## src/rtl/sobel_pkg.sv

```systemverilog
// sobel_pkg: image geometry, datapath widths and shared types for the Sobel
// readout path. The FSM, address generator and readout all import the same
// constants so the frame geometry has exactly one definition.
//   IMG_W / IMG_H / NUM_PIX : frame geometry (raster order, one entry per pixel)
//   ADDR_W                  : result memory address width
//   PIX_W                   : width of Gx, Gy and the output magnitude
package sobel_pkg;

  localparam int IMG_W   = 32;
  localparam int IMG_H   = 32;
  localparam int NUM_PIX = IMG_W * IMG_H;
  localparam int ADDR_W  = 10;
  localparam int PIX_W   = 4;

  // One buffered output pixel: magnitude plus start/end-of-line and end-of-frame.
  localparam int FIFO_W  = PIX_W + 3;

  typedef enum logic [1:0] {
    ST_IDLE  = 2'd0,
    ST_READ  = 2'd1,
    ST_DRAIN = 2'd2,
    ST_FIN   = 2'd3
  } rd_state_e;

  typedef struct packed {
    logic [PIX_W-1:0] data;
    logic             sol;
    logic             eol;
    logic             eof;
  } pix_entry_t;

  // |Gx|+|Gy| clamped to the all-ones code when the PIX_W+1 bit sum carries.
  function automatic logic [PIX_W-1:0] sat_add(input logic [PIX_W-1:0] a,
                                               input logic [PIX_W-1:0] b);
    logic [PIX_W:0] s;
    s = {1'b0, a} + {1'b0, b};
    return s[PIX_W] ? {PIX_W{1'b1}} : s[PIX_W-1:0];
  endfunction

endpackage

```

## src/rtl/sobel_readout_if.sv

```systemverilog
// sobel_readout_if: raster pixel stream from the Sobel readout to the
// display/UART sink.
//   pix_valid/pix_ready : handshake
//   pix_data            : saturated gradient magnitude
//   pix_sol/eol/eof     : start-of-line, end-of-line, end-of-frame markers
//
// Handshake: a beat transfers on a rising clk edge where pix_valid and
// pix_ready are both high. Once pix_valid is raised, pix_data and the markers
// hold stable and pix_valid stays high until that transfer happens; pix_valid
// never depends on pix_ready, pix_ready may depend on pix_valid.
interface sobel_readout_if;

  logic                        pix_valid;
  logic                        pix_ready;
  logic [sobel_pkg::PIX_W-1:0] pix_data;
  logic                        pix_sol;
  logic                        pix_eol;
  logic                        pix_eof;

  modport master (
    output pix_valid,
    output pix_data,
    output pix_sol,
    output pix_eol,
    output pix_eof,
    input  pix_ready
  );

  modport slave (
    input  pix_valid,
    input  pix_data,
    input  pix_sol,
    input  pix_eol,
    input  pix_eof,
    output pix_ready
  );

endinterface

```

## src/rtl/readout_skid_fifo.sv

```systemverilog
// readout_skid_fifo: 2-entry synchronous FIFO that absorbs the one-cycle
// memory read latency so the readout can stream at full rate under backpressure.
//   clk, rst   : clock, synchronous active-high reset (empties the FIFO)
//   push/push_data : write one entry (ignored when full and not popping)
//   pop/pop_data   : pop_data is the head; pop removes it (ignored when empty)
//   count          : current occupancy, 0..2
module readout_skid_fifo #(
  parameter int W = 8
) (
  input  logic         clk,
  input  logic         rst,
  input  logic         push,
  input  logic [W-1:0] push_data,
  input  logic         pop,
  output logic [W-1:0] pop_data,
  output logic [1:0]   count
);

  logic [W-1:0] mem_q [2];
  logic         wr_ptr_q;
  logic         rd_ptr_q;
  logic [1:0]   count_q;
  logic         do_push;
  logic         do_pop;

  assign do_pop  = pop && (count_q != 2'd0);
  // A full FIFO may still accept a push in the same cycle it pops.
  assign do_push = push && ((count_q != 2'd2) || do_pop);

  always_ff @(posedge clk) begin
    if (rst) begin
      mem_q[0] <= '0;
      mem_q[1] <= '0;
      wr_ptr_q <= 1'b0;
      rd_ptr_q <= 1'b0;
      count_q  <= 2'd0;
    end else begin
      if (do_push) begin
        mem_q[wr_ptr_q] <= push_data;
        wr_ptr_q        <= ~wr_ptr_q;
      end
      if (do_pop) begin
        rd_ptr_q <= ~rd_ptr_q;
      end
      case ({do_push, do_pop})
        2'b10:   count_q <= count_q + 2'd1;
        2'b01:   count_q <= count_q - 2'd1;
        default: count_q <= count_q;
      endcase
    end
  end

  assign pop_data = mem_q[rd_ptr_q];
  assign count    = count_q;

endmodule

```

## src/rtl/sobel_readout.sv

```systemverilog
// sobel_readout: drains the Gx/Gy result memories after the Sobel pass and
// streams saturated magnitudes in raster order.
//   clk, rst        : clock, synchronous active-high reset (aborts a frame)
//   start           : one-cycle pulse, accepted only in IDLE
//   rd_en, rd_addr  : shared read strobe/address for Gx and Gy memories
//   gx_data,gy_data : memory read data, valid one cycle after rd_en
//   pix             : output pixel stream (master side)
//   busy, done      : busy from the cycle after start; done pulses after the
//                     last pixel has been accepted
//   dbg_state, dbg_fifo_count : FSM state and skid FIFO occupancy
module sobel_readout
  import sobel_pkg::*;
(
  input  logic               clk,
  input  logic               rst,
  input  logic               start,
  output logic               rd_en,
  output logic [ADDR_W-1:0]  rd_addr,
  input  logic [PIX_W-1:0]   gx_data,
  input  logic [PIX_W-1:0]   gy_data,
  sobel_readout_if.master    pix,
  output logic               busy,
  output logic               done,
  output rd_state_e          dbg_state,
  output logic [1:0]         dbg_fifo_count
);

  localparam logic [ADDR_W-1:0] LAST_ADDR = ADDR_W'(NUM_PIX - 1);
  localparam logic [ADDR_W-1:0] IMG_W_A   = ADDR_W'(IMG_W);

  rd_state_e         state_q;
  logic [ADDR_W-1:0] rd_addr_q;
  logic [ADDR_W-1:0] inflight_addr_q;
  logic              inflight_q;
  logic              busy_q;
  logic              done_q;

  logic [1:0]        fifo_count;
  logic              pop;
  logic [2:0]        credit_used;
  logic [2:0]        credit_limit;
  logic [ADDR_W-1:0] col;
  pix_entry_t        push_entry;
  pix_entry_t        head_entry;

  assign pop = pix.pix_valid && pix.pix_ready;

  // Slots already spoken for: buffered entries plus the read whose data is on
  // the bus this cycle. A pop this cycle frees one slot in time for the data
  // of a read issued now, which is what lets the stream run at one pixel per
  // cycle while never overflowing the two entries.
  assign credit_used  = {1'b0, fifo_count} + {2'b00, inflight_q};
  assign credit_limit = pop ? 3'd3 : 3'd2;
  assign rd_en        = (state_q == ST_READ) && (credit_used < credit_limit);

  // Markers are derived from the address of the returning read so they travel
  // through the FIFO alongside the magnitude.
  assign col             = inflight_addr_q % IMG_W_A;
  assign push_entry.data = sat_add(gx_data, gy_data);
  assign push_entry.sol  = (col == '0);
  assign push_entry.eol  = (col == IMG_W_A - ADDR_W'(1));
  assign push_entry.eof  = (inflight_addr_q == LAST_ADDR);

  always_ff @(posedge clk) begin
    if (rst) begin
      state_q         <= ST_IDLE;
      rd_addr_q       <= '0;
      inflight_addr_q <= '0;
      inflight_q      <= 1'b0;
      busy_q          <= 1'b0;
      done_q          <= 1'b0;
    end else begin
      inflight_q <= rd_en;
      if (rd_en) begin
        inflight_addr_q <= rd_addr_q;
      end
      done_q <= 1'b0;
      case (state_q)
        ST_IDLE: begin
          if (start) begin
            state_q   <= ST_READ;
            rd_addr_q <= '0;
            busy_q    <= 1'b1;
          end
        end
        ST_READ: begin
          if (rd_en) begin
            // The address parks on the last pixel rather than wrapping.
            if (rd_addr_q == LAST_ADDR) begin
              state_q <= ST_DRAIN;
            end else begin
              rd_addr_q <= rd_addr_q + ADDR_W'(1);
            end
          end
        end
        ST_DRAIN: begin
          // Finish on the edge that accepts the final pixel so done follows
          // the last handshake by exactly one cycle.
          if (!inflight_q &&
              ((fifo_count == 2'd0) || ((fifo_count == 2'd1) && pop))) begin
            state_q <= ST_FIN;
            done_q  <= 1'b1;
            busy_q  <= 1'b0;
          end
        end
        ST_FIN: begin
          state_q <= ST_IDLE;
        end
        default: begin
          state_q <= ST_IDLE;
        end
      endcase
    end
  end

  readout_skid_fifo #(
    .W (FIFO_W)
  ) u_fifo (
    .clk       (clk),
    .rst       (rst),
    .push      (inflight_q),
    .push_data (push_entry),
    .pop       (pop),
    .pop_data  (head_entry),
    .count     (fifo_count)
  );

  assign pix.pix_valid = (fifo_count != 2'd0);
  assign pix.pix_data  = head_entry.data;
  assign pix.pix_sol   = head_entry.sol;
  assign pix.pix_eol   = head_entry.eol;
  assign pix.pix_eof   = head_entry.eof;

  assign rd_addr        = rd_addr_q;
  assign busy           = busy_q;
  assign done           = done_q;
  assign dbg_state      = state_q;
  assign dbg_fifo_count = fifo_count;

endmodule
```

## src/flat_wrapper.sv

```systemverilog
// flat-port wrapper written by rule: the top's interface ports become plain ports
module sobel_readout_flat import sobel_pkg::*;
  (clk, rst, start, rd_en, rd_addr, gx_data, gy_data, busy, done, dbg_state, dbg_fifo_count, pix_pix_valid, pix_pix_data, pix_pix_sol, pix_pix_eol, pix_pix_eof, pix_pix_ready);
  sobel_readout_if pix_i ();
  input  logic clk;
  input  logic rst;
  input  logic start;
  output logic rd_en;
  output logic [ADDR_W-1:0] rd_addr;
  input  logic [PIX_W-1:0] gx_data;
  input  logic [PIX_W-1:0] gy_data;
  output logic busy;
  output logic done;
  output rd_state_e dbg_state;
  output logic [1:0] dbg_fifo_count;
  output wire logic [$bits(pix_i.pix_valid)-1:0] pix_pix_valid;
  output wire logic [$bits(pix_i.pix_data)-1:0] pix_pix_data;
  output wire logic [$bits(pix_i.pix_sol)-1:0] pix_pix_sol;
  output wire logic [$bits(pix_i.pix_eol)-1:0] pix_pix_eol;
  output wire logic [$bits(pix_i.pix_eof)-1:0] pix_pix_eof;
  input wire logic [$bits(pix_i.pix_ready)-1:0] pix_pix_ready;
  assign pix_pix_valid = pix_i.pix_valid;
  assign pix_pix_data = pix_i.pix_data;
  assign pix_pix_sol = pix_i.pix_sol;
  assign pix_pix_eol = pix_i.pix_eol;
  assign pix_pix_eof = pix_i.pix_eof;
  assign pix_i.pix_ready = pix_pix_ready;
  sobel_readout u_core (.clk(clk), .rst(rst), .start(start), .rd_en(rd_en), .rd_addr(rd_addr), .gx_data(gx_data), .gy_data(gy_data), .pix(pix_i), .busy(busy), .done(done), .dbg_state(dbg_state), .dbg_fifo_count(dbg_fifo_count));
endmodule
```

## config.mk

```make
export PLATFORM = sky130hd
export DESIGN_NAME = sobel_readout_flat
export DESIGN_NICKNAME = d
export VERILOG_FILES = /design/src/rtl/sobel_pkg.sv /design/src/rtl/sobel_readout_if.sv /design/src/rtl/readout_skid_fifo.sv /design/src/rtl/sobel_readout.sv /design/src/flat_wrapper.sv
export SDC_FILE = /design/constraint.sdc
export NUM_CORES = 1
export LEC_CHECK = 0
export CAP_MARGIN = 20
export CORE_UTILIZATION = 53
export DETAILED_ROUTE_END_ITERATION = 6
export PLACE_DENSITY = 0.88
export SYNTH_ARGS = -nofsm -noshare
export SYNTH_HDL_FRONTEND = slang
export SYNTH_SLANG_ARGS = --single-unit
export TNS_END_PERCENT = 30
```

## constraint.sdc

```tcl
create_clock -name clk -period 2.3 [get_ports clk]
set_input_delay 0.46 -clock clk [delete_from_list [all_inputs] [get_ports clk]]
set_output_delay 0.46 -clock clk [all_outputs]
set_load 0.03 [all_outputs]
```

Yosys cells after proc, flatten, opt, wreduce, memory -nomap -nowiden
Memories as Yosys holds them, arrays and structs flattened. A register that Yosys moved wholly into a read port is not among the register bits. Index checks and enable logic that the tools add are counted.

Flip-flop bits (word level): 29. Input port bits: 12. Memories kept: 1. Output and inout bits: 25. RAM bits: 14. Logic and storage cells: 81.

Equal/unequal tests: 15. Add/sub/neg operators: 5. Reductions and logical operators: 21. $lt $le $gt $ge: 1. Bitwise logic cells: 3. Muxes and demuxes: 26.

Memories: u_core.u_fifo.mem_q (depth 2, width 7, read ports 1, clocked after memory_dff 1, write ports 2, line readout_skid_fifo.sv:19) `logic [W-1:0] mem_q [2];`.

Operator list (number): $mux 10 (3); $eq 10x10->1 const B (2); $pmux 10 s2 (1); $mux 1 (13); $add 10x1->10 const B (1); $logic_not 10->1 (1); $ne 2x2->1 const B (5); $mux 2 (4); $pmux 2 s4 (1); $reduce_and 4->1 (2); $reduce_bool 2->1 (4); $mux 7 (1); $reduce_or 7->1 (1); $eq 2x1->1 const B (3); $eq 2x2->1 const B (3); $logic_and 1x1->1 (6); $add 4x4->5 (1); $eq 5x5->1 const B (1); $logic_not 2->1 (2); $mux 4 (1); $pmux 2 s2 (1); $add 2x1->3 (1); $lt 3x3->1 (1); $not 1->1 (3); other kinds (8) (9).

Logic depth before layout (Yosys ltp)
Gate-level depths: netlist of the first run.

Depth in word-level cells: 10. Mapped depth: 8. Depth with buffers taken out: 8.

Modules after synthesis
From an unflattened synthesis of the first run, not the netlist that was laid out.

Cell total of the unflattened synthesis: 237. Area, all modules: 2279.7 um^2.

Modules (own cells, without submodules): sobel_readout (cells each 169, area each 1440.1 um^2, instances 1, seq. area each 500.5 um^2); readout_skid_fifo (cells each 68, area each 839.6 um^2, instances 1, seq. area each 520.5 um^2).

Worst setup path after synthesis of the first run
OpenSTA, ideal clock, no wires.

Path kind: register -> output. Start point: register u_core.u_fifo.count_q[0] (netlist: u_core.u_fifo.count[0]). End point: output port rd_en. Path buffers: 1. Cell stages (with the launch flop): 7. Required time: 1.840 ns. Data arrival time: 1.846 ns. Slack: -0.006 ns. Path through: dfxtp_1 > inv_1 > ha_1 > or3b_4 > a21bo_1 > buf_6 > inv_2.

Longest elaborated chain between the ends: 5. Elaborated cells on any way between the ends: 6. Classes of those cells: 1 x add/sub; 1 x order compare; 1 x mux; 3 x reduce/logical.

RTL lines: from (decl) (line readout_skid_fifo.sv:22) `logic [1:0] count_q;`; from (signal assigned) (line readout_skid_fifo.sv:46) `2'b10: count_q <= count_q + 2'd1;`; from (signal assigned) (line readout_skid_fifo.sv:47) `2'b01: count_q <= count_q - 2'd1;`; from (signal assigned) (line readout_skid_fifo.sv:48) `default: count_q <= count_q;`; $reduce_bool 2->1 (line sobel_readout.sv:128) `assign pix.pix_valid = (fifo_count != 2'd0);`; $logic_and 1x1->1 (line sobel_readout.sv:46) `assign pop = pix.pix_valid && pix.pix_ready;`; $mux 1 (line sobel_readout.sv:53) `assign credit_limit = pop ? 3'd3 : 3'd2;`; $lt 3x3->1 * (line sobel_readout.sv:54) `assign rd_en = (state_q == ST_READ) && (credit_used < credit_limit);`; $logic_and 1x1->1 * (line sobel_readout.sv:54); to (decl) (line flat_wrapper.sv:8) `output logic rd_en;`.

Every way passes the cells marked *; elsewhere a longest branch is shown, timed or not.

Worst setup path after layout of the first run
Start point: input port pix_pix_ready. End point: output port rd_en.

Longest elaborated chain between the ends: 4.

RTL lines: from (decl) (line flat_wrapper.sv:21) `input wire logic [$bits(pix_i.pix_ready)-1:0] pix_pix_ready;`; $logic_and 1x1->1 (line sobel_readout.sv:46); $mux 1 (line sobel_readout.sv:53); $lt 3x3->1 (line sobel_readout.sv:54); $logic_and 1x1->1 (line sobel_readout.sv:54).

No other way between the ends.

==> reports/metrics.yaml, run 1 <==
outcome: "completed"
core_area_um2: 4090
cts.root.buffer_cell: "clkbuf_8"
grt.met3_usage_pct: 5.83
fp.dieArea_um2: 4630
nets: 316
final_max_slew_viol_count: 0
postLayoutSetupSlackWorst_ns: 0.0487
fin_skew_ns: 0.00831
cts_made_buffers: 5
synth_seq_cells: 44
largest_fanout_of_any_net_on_the_critical_path: 5
synth_cells: 243
drtPass1Iterations: 4
critPathLaunch: "pix_pix_ready"
timing.critical_path.required_ns: 1.84
crit_type: "input port to output port"
worst_slew_pin_slew_ns: 0.417
die_x_um: 68.0
tritoncts: "built"
numClockSinks: 44
drive_gt1_share_pct: 13.8
worst_r2r_endpoint: "u_core.rd_addr[2]"
buffer_ports.inserted: 36
finalCritPeriodShare_pct: 97.9
critPathCapture: "rd_en"
grt-busiest-layer: "met2"
grt.total_usage_pct: 22.9
max_stage_delay_ns: 0.49
initial_core_util_pct: 56.5
worstRegToRegCells: 8
mappedNetlistArea_um2: 2310
post_synth_num_cell_types: 44
num_vias: 1869
syn_area_per_cell_um2: 9.51
io-pin-count: 37
clk_path_buf_depth: 2
critical_path.cell_chain: "clkdlybuf4s50_1 -> or3b_4 -> a21bo_4 -> inv_2 -> buf_6"
gr-usage-met2_pct: 38.7
power_per_cell_area_nw_per_um2: 1010
total_leakage_power_uw: 0.00123
worst_ep_arrival_time_ns: 1.79
switching_power_uw: 1120
synth.yosys.seq_area_share_pct: 44.2
grt_pass1_wl_um: 7830
utilization_pct: 70.4
wl_um: 4820
antennaDiodeCount: 0
flow.area_growth_from_synthesis_pct: 24.5
pwr-share-comb_pct: 49.5
area_of_placed_instances_um2: 2770
path_clk_slew_ns: 0.08
dpl_ws_ns: -0.0199
p_seq_share_pct: 34.3
place.gp.congestion: 0.871
p_int_uw: 1770
grt_start_max_net_pins: 15
switching_share_pct: 38.8
detailed_place_hpwl_um: 3490
chipHeight_um: 68.0
async_reset_ff_share_pct: 0
worst_skew_pair.late_latency_ns: 0.30
cpMaxStageDelayCell: "clkdlybuf4s50_1"
drt_first_iter_violations: 88
fmaxAchievable_ghz: 0.444
time_the_worst_path_needs_with_i_o_delays_and_setup_ns: 2.25
wl_per_cell_um: 14.2
drt_drc_violations_left: 0
endpoint_type_of_the_worst_setup_path: "output port"
yosysWarnings: 0
setup-violations-final: 0
register_to_register_setup_slack_ns: 0.23
ant_nets: 0
r2r-start: "u_core.u_fifo.count[0]"
drv_cap: 0
rsz0062_at_grt: "false"
routed_via_density: 5.51
clkPwrFrac_pct: 16.2
max-slew-margin-rel_pct: 72.1
stdcell_area_um2: 2880
num_rows: 23
grt-ovfl-total: 0
timing_hold_violations_final: 0
antenna_violations_before_repair: 0
vdd_drop_max_mv: 0.836
mappedNetlistNets: 271
first_global_vias: 1771
dominantRegCellSynth: "dfxtp_1"
hold_path_class: "flop to flop"
worst_setup_path_start_kind: "input port"
grt_util_met1_pct: 27.4
setup_total_negative_slack_ns: 0
synth_enable_flop_cells: 14
htree_levels: 2
cells in the final DEF, fill, tap and decap left out, types with 2 or more instances in the layout:
master,count
buf_4,12
clkbuf_8,5
inv_1,10
xnor2_1,3
o21bai_1,2
ha_1,14
and4_1,2
clkdlybuf4s50_1,35
and3_1,2
dfxtp_2,2
mux2i_1,12
mux2_2,7
a21oi_1,15
o21ai_0,3
xor2_1,3
nand2b_1,9
clkinv_2,2
a21o_1,9
nor3_1,8
nand3_1,9
and2b_2,2
nor3b_1,2
nor2_1,38
nand2_1,15
edfxtp_1,14
nand4_1,2
nor2b_1,3
or3_1,2
dfxtp_1,27
timing repair:
item | in CTS | in global routing
setup endpoints to repair | 1 | 8
hold buffers | 0 | 0
setup buffers | 0 | 1
gates resized for setup | 4 | 3
pin swaps | 0 | 1
cell usage after synthesis (2+ instances only):
cell type,count,area share (%)
xnor2_1,3,1.1
edfxtp_1,14,18
nor2_1,38,6.2
inv_1,10,1.6
xor2_1,3,1.1
nand4_1,2,0.54
nand2_1,15,2.4
a21o_1,9,2.9
and3_1,2,0.54
nand2b_1,9,2.4
nor3_1,8,1.7
or3_1,2,0.54
mux2i_1,12,5.2
clkbuf_1,7,1.1
o21bai_1,2,0.65
nor3b_1,2,0.65
nor2b_1,3,0.81
o21ai_0,3,0.65
and2b_2,2,0.76
a21oi_1,15,3.3
and4_1,2,0.76
dfxtp_1,30,26
nand3_1,9,2.0
ha_1,15,8.1
mux2_2,7,3.4
registers in the layout, indices dropped and copies added, names as in the netlist, named ones only:
signal	flops
u_core.u_fifo.rd_ptr_q	1
u_core.done	1
u_core.busy	1
u_core.u_fifo.count	2
u_core.rd_addr	10
u_core.u_fifo.mem_q	14
u_core.inflight_q	1
u_core.u_fifo.wr_ptr_q	1
u_core.dbg_state	2
u_core.inflight_addr_q	10
how the worst min path moves through the flow:
stage / from / end / slack (ns) / cells past startpoint
floorplan: u_core.inflight_q / u_core.done / 0.44 / 1
global placement: u_core.inflight_addr_q[6] / u_core.inflight_addr_q[6] / 0.47 / 2
detailed placement: u_core.inflight_addr_q[6] / u_core.inflight_addr_q[6] / 0.49 / 2
CTS: u_core.inflight_q / u_core.done / 0.51 / 1
global route: u_core.inflight_q / u_core.done / 0.54 / 1
finish: u_core.inflight_addr_q[6] / u_core.inflight_addr_q[6] / 0.51 / 2
cell type report:
type | instances | area [µm²]
clock buffer | 5 | 68.8
tap | 50 | 62.6
multi-input combinational | 178 | 1210
clock inverter | 3 | 13.8
inverter | 11 | 41.3
fill | 327 | 1210
sequential | 44 | 1030
timing repair buffer | 48 | 452
logic make-up (layout without fill, tap and decap cells):
family	count (synthesis)	count (layout)	synth area share [%]
and+or+nand+nor	100	100	21.5
buffers and inverters	21	67	3.79
muxes	19	19	8.61
DFF	44	44	44.2
adders and majority gates	16	16	8.99
AOI/OAI and AO/OA	37	37	10.6
xor gates and xnor gates	6	6	2.28
per-stage QoR:
stage,total power (µW),cells,hold slack [ns]
after floorplan,1960,243,0.445
after global placement,2370,330,0.474
after detailed placement,2410,330,0.495
after CTS,2890,338,0.510
after global routing,3070,339,0.535
final,2900,339,0.506
worst max-delay path, delay by kind of cell:
kind            cells  cell delay [ns]
compound gates      1             0.25
simple gates        1             0.40
buf+inv             3             0.67
power by group through the flow:
stage                     clock network (µW)  registers, µW  logic (µW)
after floorplan                            0           1070         886
after global placement                     0           1010        1370
after detailed placement                   0           1010        1390
after CTS                                477            998        1420
after global routing                     509           1010        1550
final                                    468            995        1430
per-layer routing:
metal	vias to the layer above	part of all wire [%]
met5	-	0
met2	47	50
met1	885	43
met4	0	2.1
met3	10	4.1
li1	927	-
No activity file was read; power rests on OpenSTA's default activity.
==> run 2: changes to the inputs <==
--- a/constraint.sdc
+++ b/constraint.sdc
@@ -3,2 +3,2 @@
 set_output_delay 0.46 -clock clk [all_outputs]
-set_load 0.03 [all_outputs]
+set_load 0.05 [all_outputs]
==> run 2 against run 1 <==
- wire length shrank 4.5%
- sequential share of layout area decreased by 0.22 points
- sequential cell count did not move
- clock skew down 0.0018 ns
- design area grew 0.74%
- core utilization is 0.52 points higher
==> reports/metrics.yaml, run 2 (same netlist as run 1, synthesis figures left out) <==
drt_first_iter_violations: 119  # was 88
worst_slew_pin_slew_ns: 0.505  # was 0.417 ns
wl_per_cell_um: 13.6  # was 14.2 µm
wl_um: 4600  # was 4820 µm
timing_hold_violations_final: 0  # unchanged
die_x_um: 68.0  # unchanged
core_area_um2: 4090  # unchanged
switching_share_pct: 41.3  # was 38.8%
fmaxAchievable_ghz: 0.446  # was 0.444 GHz
nets: 315  # was 316
setup-violations-final: 0  # unchanged
timing.critical_path.required_ns: 1.84  # about the same
fp.dieArea_um2: 4630  # unchanged
p_seq_share_pct: 32.2  # was 34.3%
max_stage_delay_ns: 0.39  # was 0.49 ns
numClockSinks: 44  # unchanged
cts_made_buffers: 5  # unchanged
time_the_worst_path_needs_with_i_o_delays_and_setup_ns: 2.24  # was 2.25 ns
outcome: "completed"  # unchanged
switching_power_uw: 1290  # was 1120 µW
grt.met3_usage_pct: 6.33  # was 5.83%
grt-busiest-layer: "met2"  # unchanged
path_clk_slew_ns: 0.08  # about the same
gr-usage-met2_pct: 36.9  # was 38.7%
vdd_drop_max_mv: 0.811  # was 0.836 mV
layout_common_cells: "nor2_1, dfxtp_1, clkdlybuf4s50_1"  # was nor2_1, clkdlybuf4s50_1, dfxtp_1
antennaDiodeCount: 0  # unchanged
clk_path_buf_depth: 2  # unchanged
endpoint_type_of_the_worst_setup_path: "output port"  # unchanged
grt_util_met1_pct: 26.4  # was 27.4%
largest_fanout_of_any_net_on_the_critical_path: 5  # unchanged
detailed_place_hpwl_um: 3410  # was 3490 µm
grt.total_usage_pct: 22.3  # was 22.9%
worst_skew_pair.late_latency_ns: 0.30  # about the same
cpMaxStageDelayCell: "or3b_4"  # was clkdlybuf4s50_1
power_per_cell_area_nw_per_um2: 1080  # was 1010 nW/µm²
r2r-start: "u_core.u_fifo.count[0]"  # unchanged
final.fill_count: 295  # was 327
io-pin-count: 37  # unchanged
rsz0062_at_grt: "false"  # unchanged
finalCritPeriodShare_pct: 97.5  # was 97.9%
routed_via_density: 5.46  # was 5.51
critPathLaunch: "u_core.u_fifo.count[0]"  # was pix_pix_ready
leading_cell_type_in_the_layout_fill_and_taps_excluded: "nor2_1"  # unchanged
max-slew-margin-rel_pct: 66.2  # was 72.1%
p_int_uw: 1840  # was 1770 µW
antenna_violations_before_repair: 0  # unchanged
flow.area_growth_from_synthesis_pct: 25.4  # was 24.5%
largest-register: "u_core.u_fifo.mem_q"  # unchanged
power.total_uw: 3130  # was 2900 µW
total_leakage_power_uw: 0.00125  # was 0.00123 µW
tritoncts: "built"  # unchanged
worst_ep_arrival_time_ns: 1.78  # was 1.79 ns
chipHeight_um: 68.0  # unchanged
initial_core_util_pct: 56.5  # unchanged
fin_skew_ns: 0.00653  # was 0.00831 ns
grt_start_max_net_pins: 26  # was 15
num_rows: 23  # unchanged
cts.root.buffer_cell: "clkbuf_8"  # unchanged
pwr-share-comb_pct: 51.0  # was 49.5%
largest_register_ffs: 14  # unchanged
critical_path.cell_chain: "ha_1 -> or3b_4 -> a21bo_4 -> inv_4 -> buf_12"  # was clkdlybuf4s50_1 -> or3b_4 -> a21bo_4 -> inv_2 -> buf_6
setup_total_negative_slack_ns: 0  # unchanged
cts_hold_buffers_added: 0  # unchanged
hold_path_startpoint: "u_core.inflight_addr_q[8]"  # was u_core.inflight_addr_q[6]
htree_levels: 2  # unchanged
buffer_ports.inserted: 36  # unchanged
final_max_slew_viol_count: 0  # unchanged
grt-ovfl-total: 0  # unchanged
num_vias: 1846  # was 1,869
drv_cap: 0  # unchanged
clkPwrFrac_pct: 16.8  # was 16.2%
hold_path_class: "flop to flop"  # unchanged
drt_drc_violations_left: 0  # unchanged
place.gp.congestion: 0.878  # was 0.871
first_global_vias: 1682  # was 1,771
crit_type: "flop to output port"  # was input port to output port
worst_setup_path_start_kind: "flop"  # was input port
drive_gt1_share_pct: 14.2  # was 13.8%
ant_nets: 0  # unchanged
grt_pass1_wl_um: 7530  # was 7830 µm
drtPass1Iterations: 4  # unchanged
==> run 2: cell types whose count changed in the layout (fill, tap and decap cells not counted), sizes merged <==
cell	before	now
clkbuf	5	8
clkinv	3	0
dlygate4sd2	0	7
clkdlybuf4s50	35	27
==> run 2: path summary, 6_finish.rpt <==
kind              cells past startpoint                         to  slack [ns]
setup reg to reg                      7          u_core.rd_addr[2]        0.22
hold / removal                        2  u_core.inflight_addr_q[8]        0.50
setup / recovery                      5                      rd_en        0.06
hold reg to reg                       2  u_core.inflight_addr_q[8]        0.50
==> run 2: critical path: cells and delay by family, from the launching register on <==
family	cells	cell delay, ns
AND/OR/NAND/NOR	1	0.39
adder cells (fa/ha/maj)	1	0.28
flip-flops	1	0.37
buffers and inverters	2	0.18
AO/OA/AOI/OAI	1	0.25
==> run 2: repair_timing <==
action                     4_1_cts  5_1_grt
setup endpoints to repair        8        1
pin swaps                        0        1
setup buffers                    0        1
resized for setup               11        4
==> run 2: cell type report <==
| class | count | area, µm² | share of cell area [%] |
|---|---|---|---|
| Multi-Input combinational cell | 178 | 1220 | 42.1 |
| Sequential cell | 44 | 1030 | 35.5 |
| Timing Repair Buffer | 47 | 442 | 15.2 |
| Clock buffer | 8 | 100 | 3.46 |
| Tap cell | 50 | 62.6 | 2.16 |
| Inverter | 11 | 43.8 | 1.51 |
==> run 2: through the flow <==
| stage | cells | utilization, % | worst slack (ns) | hold slack, ns | cell area (µm²) |
|---|---|---|---|---|---|
| floorplan | 243 | - | 0.0772 | 0.445 | 2310 |
| global placement | 329 | 67.9 | 0.0133 | 0.478 | 2770 |
| detailed placement | 329 | 67.9 | -0.0369 | 0.486 | 2770 |
| CTS | 337 | 70.4 | 0.00216 | 0.505 | 2880 |
| global route | 338 | 70.9 | 0.00514 | 0.517 | 2900 |
| finish | 338 | 70.9 | 0.0568 | 0.499 | 2900 |
==> run 2: power groups by stage <==
| stage | Sequential (µW) | Clock (µW) | Combinational (µW) |
|---|---|---|---|
| 6_report | 1010 | 528 | 1600 |
| 5_1_grt | 1020 | 568 | 1730 |
| 4_1_cts | 1010 | 540 | 1560 |
| 3_5_place_dp | 1020 | 0 | 1570 |
| 3_3_place_gp | 1020 | 0 | 1530 |
| 2_1_floorplan | 1150 | 0 | 984 |
==> run 2: routing by layer <==
metal | vias to the layer above | part of all wire [%]
met5 | - | 0
met1 | 861 | 44
met2 | 50 | 49
met3 | 8 | 4.6
li1 | 927 | -
met4 | 0 | 1.9
==> run 3: changes to the inputs <==
CORE_MARGIN = 3   (was not set)
==> run 3 against run 2 <==
- core utilization is 0.37 points lower
- worst setup slack lost 0.011 ns
- wire length rose by 5.7%
- cell count up 0.30%
- critical path depth stayed put
- first-iteration DRC count down 25%
- worst hold slack improved by 0.022 ns
- sequential share of layout area decreased by 0.061 points
- design area rose by 0.17%
==> reports/metrics.yaml, run 3 (same netlist as run 1, synthesis figures left out) <==
outcome: "completed"  # unchanged
routed_via_density: 5.49  # was 5.46
grt-ovfl-total: 0  # unchanged
cpMaxStageDelayCell: "dfxtp_1"  # was or3b_4
antenna_violations_before_repair: 0  # unchanged
num_rows: 23  # unchanged
core_area_um2: 4120  # was 4090 µm²
power.total_uw: 3100  # was 3130 µW
cts.root.buffer_cell: "clkbuf_8"  # unchanged
detailed_place_hpwl_um: 3610  # was 3410 µm
initial_core_util_pct: 56.1  # was 56.5%
hold_path_class: "flop to flop"  # unchanged
register_to_register_setup_slack_ns: 0.19  # was 0.22 ns
drv_cap: 0  # unchanged
critical_path_buf_inv_count: 2  # unchanged
ant_nets: 0  # unchanged
first_global_vias: 1891  # was 1,682
numClockSinks: 44  # unchanged
hold_path_startpoint: "u_core.dbg_state[0]"  # was u_core.inflight_addr_q[8]
clk_path_buf_depth: 2  # unchanged
buffer_ports.inserted: 36  # unchanged
critical_path.cell_chain: "ha_4 -> or3b_4 -> a21bo_4 -> inv_4 -> buf_12"  # was ha_1 -> or3b_4 -> a21bo_4 -> inv_4 -> buf_12
worstRegToRegCells: 7  # unchanged
htree_levels: 2  # unchanged
max-slew-margin-rel_pct: 65.6  # was 66.2%
worst_r2r_endpoint: "u_core.rd_addr[4]"  # was u_core.rd_addr[2]
fin_skew_ns: 0.00496  # was 0.00653 ns
drtPass1Iterations: 4  # unchanged
antennaDiodeCount: 0  # unchanged
largest_fanout_of_any_net_on_the_critical_path: 4  # was 5
io-pin-count: 37  # unchanged
flow.area_growth_from_synthesis_pct: 25.6  # was 25.4%
grt.total_usage_pct: 20.5  # was 22.3%
fp.dieArea_um2: 5190  # was 4630 µm²
setup_total_negative_slack_ns: 0  # unchanged
total_leakage_power_uw: 0.00125  # about the same
leading_cell_type_in_the_layout_fill_and_taps_excluded: "nor2_1"  # unchanged
power_per_cell_area_nw_per_um2: 1070  # was 1080 nW/µm²
place.gp.congestion: 0.806  # was 0.878
setup-violations-final: 0  # unchanged
vdd_drop_max_mv: 0.749  # was 0.811 mV
drive_gt1_share_pct: 14.2  # about the same
final_max_slew_viol_count: 0  # unchanged
worst_ep_arrival_time_ns: 1.79  # was 1.78 ns
cts_hold_buffers_added: 0  # unchanged
endpoint_type_of_the_worst_setup_path: "output port"  # unchanged
worst_path_dominant_cell_family: "flip-flops"  # was simple AND/OR/NAND/NOR gates
chipHeight_um: 72.0  # was 68.0 µm
crit_type: "flop to output port"  # unchanged
worstHoldPathCells: 2  # unchanged
largest_register_ffs: 14  # unchanged
tritoncts: "built"  # unchanged
whs_endpoint: "u_core.dbg_state[0]"  # was u_core.inflight_addr_q[8]
timing.critical_path.required_ns: 1.84  # about the same
cts_made_buffers: 5  # unchanged
die_x_um: 72.0  # was 68.0 µm
fmaxAchievable_ghz: 0.444  # was 0.446 GHz
drt_drc_violations_left: 0  # unchanged
finalCritPeriodShare_pct: 98.0  # was 97.5%
wl_per_cell_um: 14.4  # was 13.6 µm
num_vias: 1861  # was 1,846
path_clk_slew_ns: 0.08  # about the same
wl_um: 4870  # was 4600 µm
worst_slew_pin_slew_ns: 0.514  # was 0.505 ns
grt_pass1_wl_um: 8380  # was 7530 µm
worst_setup_path_start_kind: "flop"  # unchanged
time_the_worst_path_needs_with_i_o_delays_and_setup_ns: 2.25  # was 2.24 ns
grt_start_max_net_pins: 19  # was 26
drt_first_iter_violations: 89  # was 119
timing_hold_violations_final: 0  # unchanged
worst_skew_pair.late_latency_ns: 0.30  # about the same
r2r-start: "u_core.inflight_q"  # was u_core.u_fifo.count[0]
max_stage_delay_ns: 0.43  # was 0.39 ns
layout_common_cells: "nor2_1, dfxtp_1, clkdlybuf4s50_1"  # unchanged
largest-register: "u_core.u_fifo.mem_q"  # unchanged
nets: 316  # was 315
final.fill_count: 314  # was 295
## run 3: worst max path at each step
stage	startpoint	end	slack [ns]	cells after the start
after floorplan	u_core.u_fifo.count[0]	rd_en	0.08	6
after global placement	pix_pix_ready	rd_en	-0.01	5
after detailed placement	pix_pix_ready	u_core.rd_addr[4]	-0.03	6
after CTS	u_core.u_fifo.count[0]	rd_en	0.005	6
after global routing	u_core.inflight_q	rd_en	-0.03	5
final	u_core.inflight_q	rd_en	0.05	5
## run 3: repair_timing
action,4_1_cts,5_1_grt
gates resized for setup,11,3
pin swaps,0,2
setup buffers,0,2
setup endpoints to repair,8,1
## run 3: stage by stage
stage	instances	util [%]	setup WS (ns)	instance area, µm²	hold WS [ns]
finish	339	70.5	0.0457	2900	0.521
global route	339	70.5	-0.0252	2900	0.549
detailed placement	329	67.4	-0.0316	2770	0.485
CTS	337	69.5	0.00519	2860	0.504
global placement	329	67.4	-0.0138	2770	0.473
floorplan	243	-	0.0772	2310	0.445
## run 3: cell type report
class,count,area (µm²),area share (%)
clock buffer,6,72.6,2.50
clock inverter,2,12.5,0.431
inverter,11,43.8,1.51
multi-input combinational,178,1230,42.5
sequential,44,1030,35.4
tap,50,62.6,2.16
timing repair buffer,48,449,15.5
## run 3: worst reg2reg max path: cells and delay by family, from the launching register on
kind,cells,cell delay [ns]
AO/OA/AOI/OAI,4,0.80
flip-flops,1,0.43
buffers and inverters,1,0.15
adder cells (fa/ha/maj),1,0.23
AND/OR/NAND/NOR,1,0.41
## run 3: per-layer routing
| metal | track usage [%] | wire length, µm | vias to the layer above |
|---|---|---|---|
| met5 | 0 | 0 | - |
| met4 | 6.68 | 70 | 0 |
| met3 | 5.12 | 250 | 7 |
| met2 | 35.5 | 2430 | 50 |
| met1 | 24.8 | 2120 | 874 |
| li1 | - | - | 930 |
## run 3: power by group
part | switching [µW] | leakage, µW | internal (µW)
Sequential | 94.2 | 0.000390 | 915
Clock | 267 | 0.0000412 | 212
Combinational | 951 | 0.000816 | 660
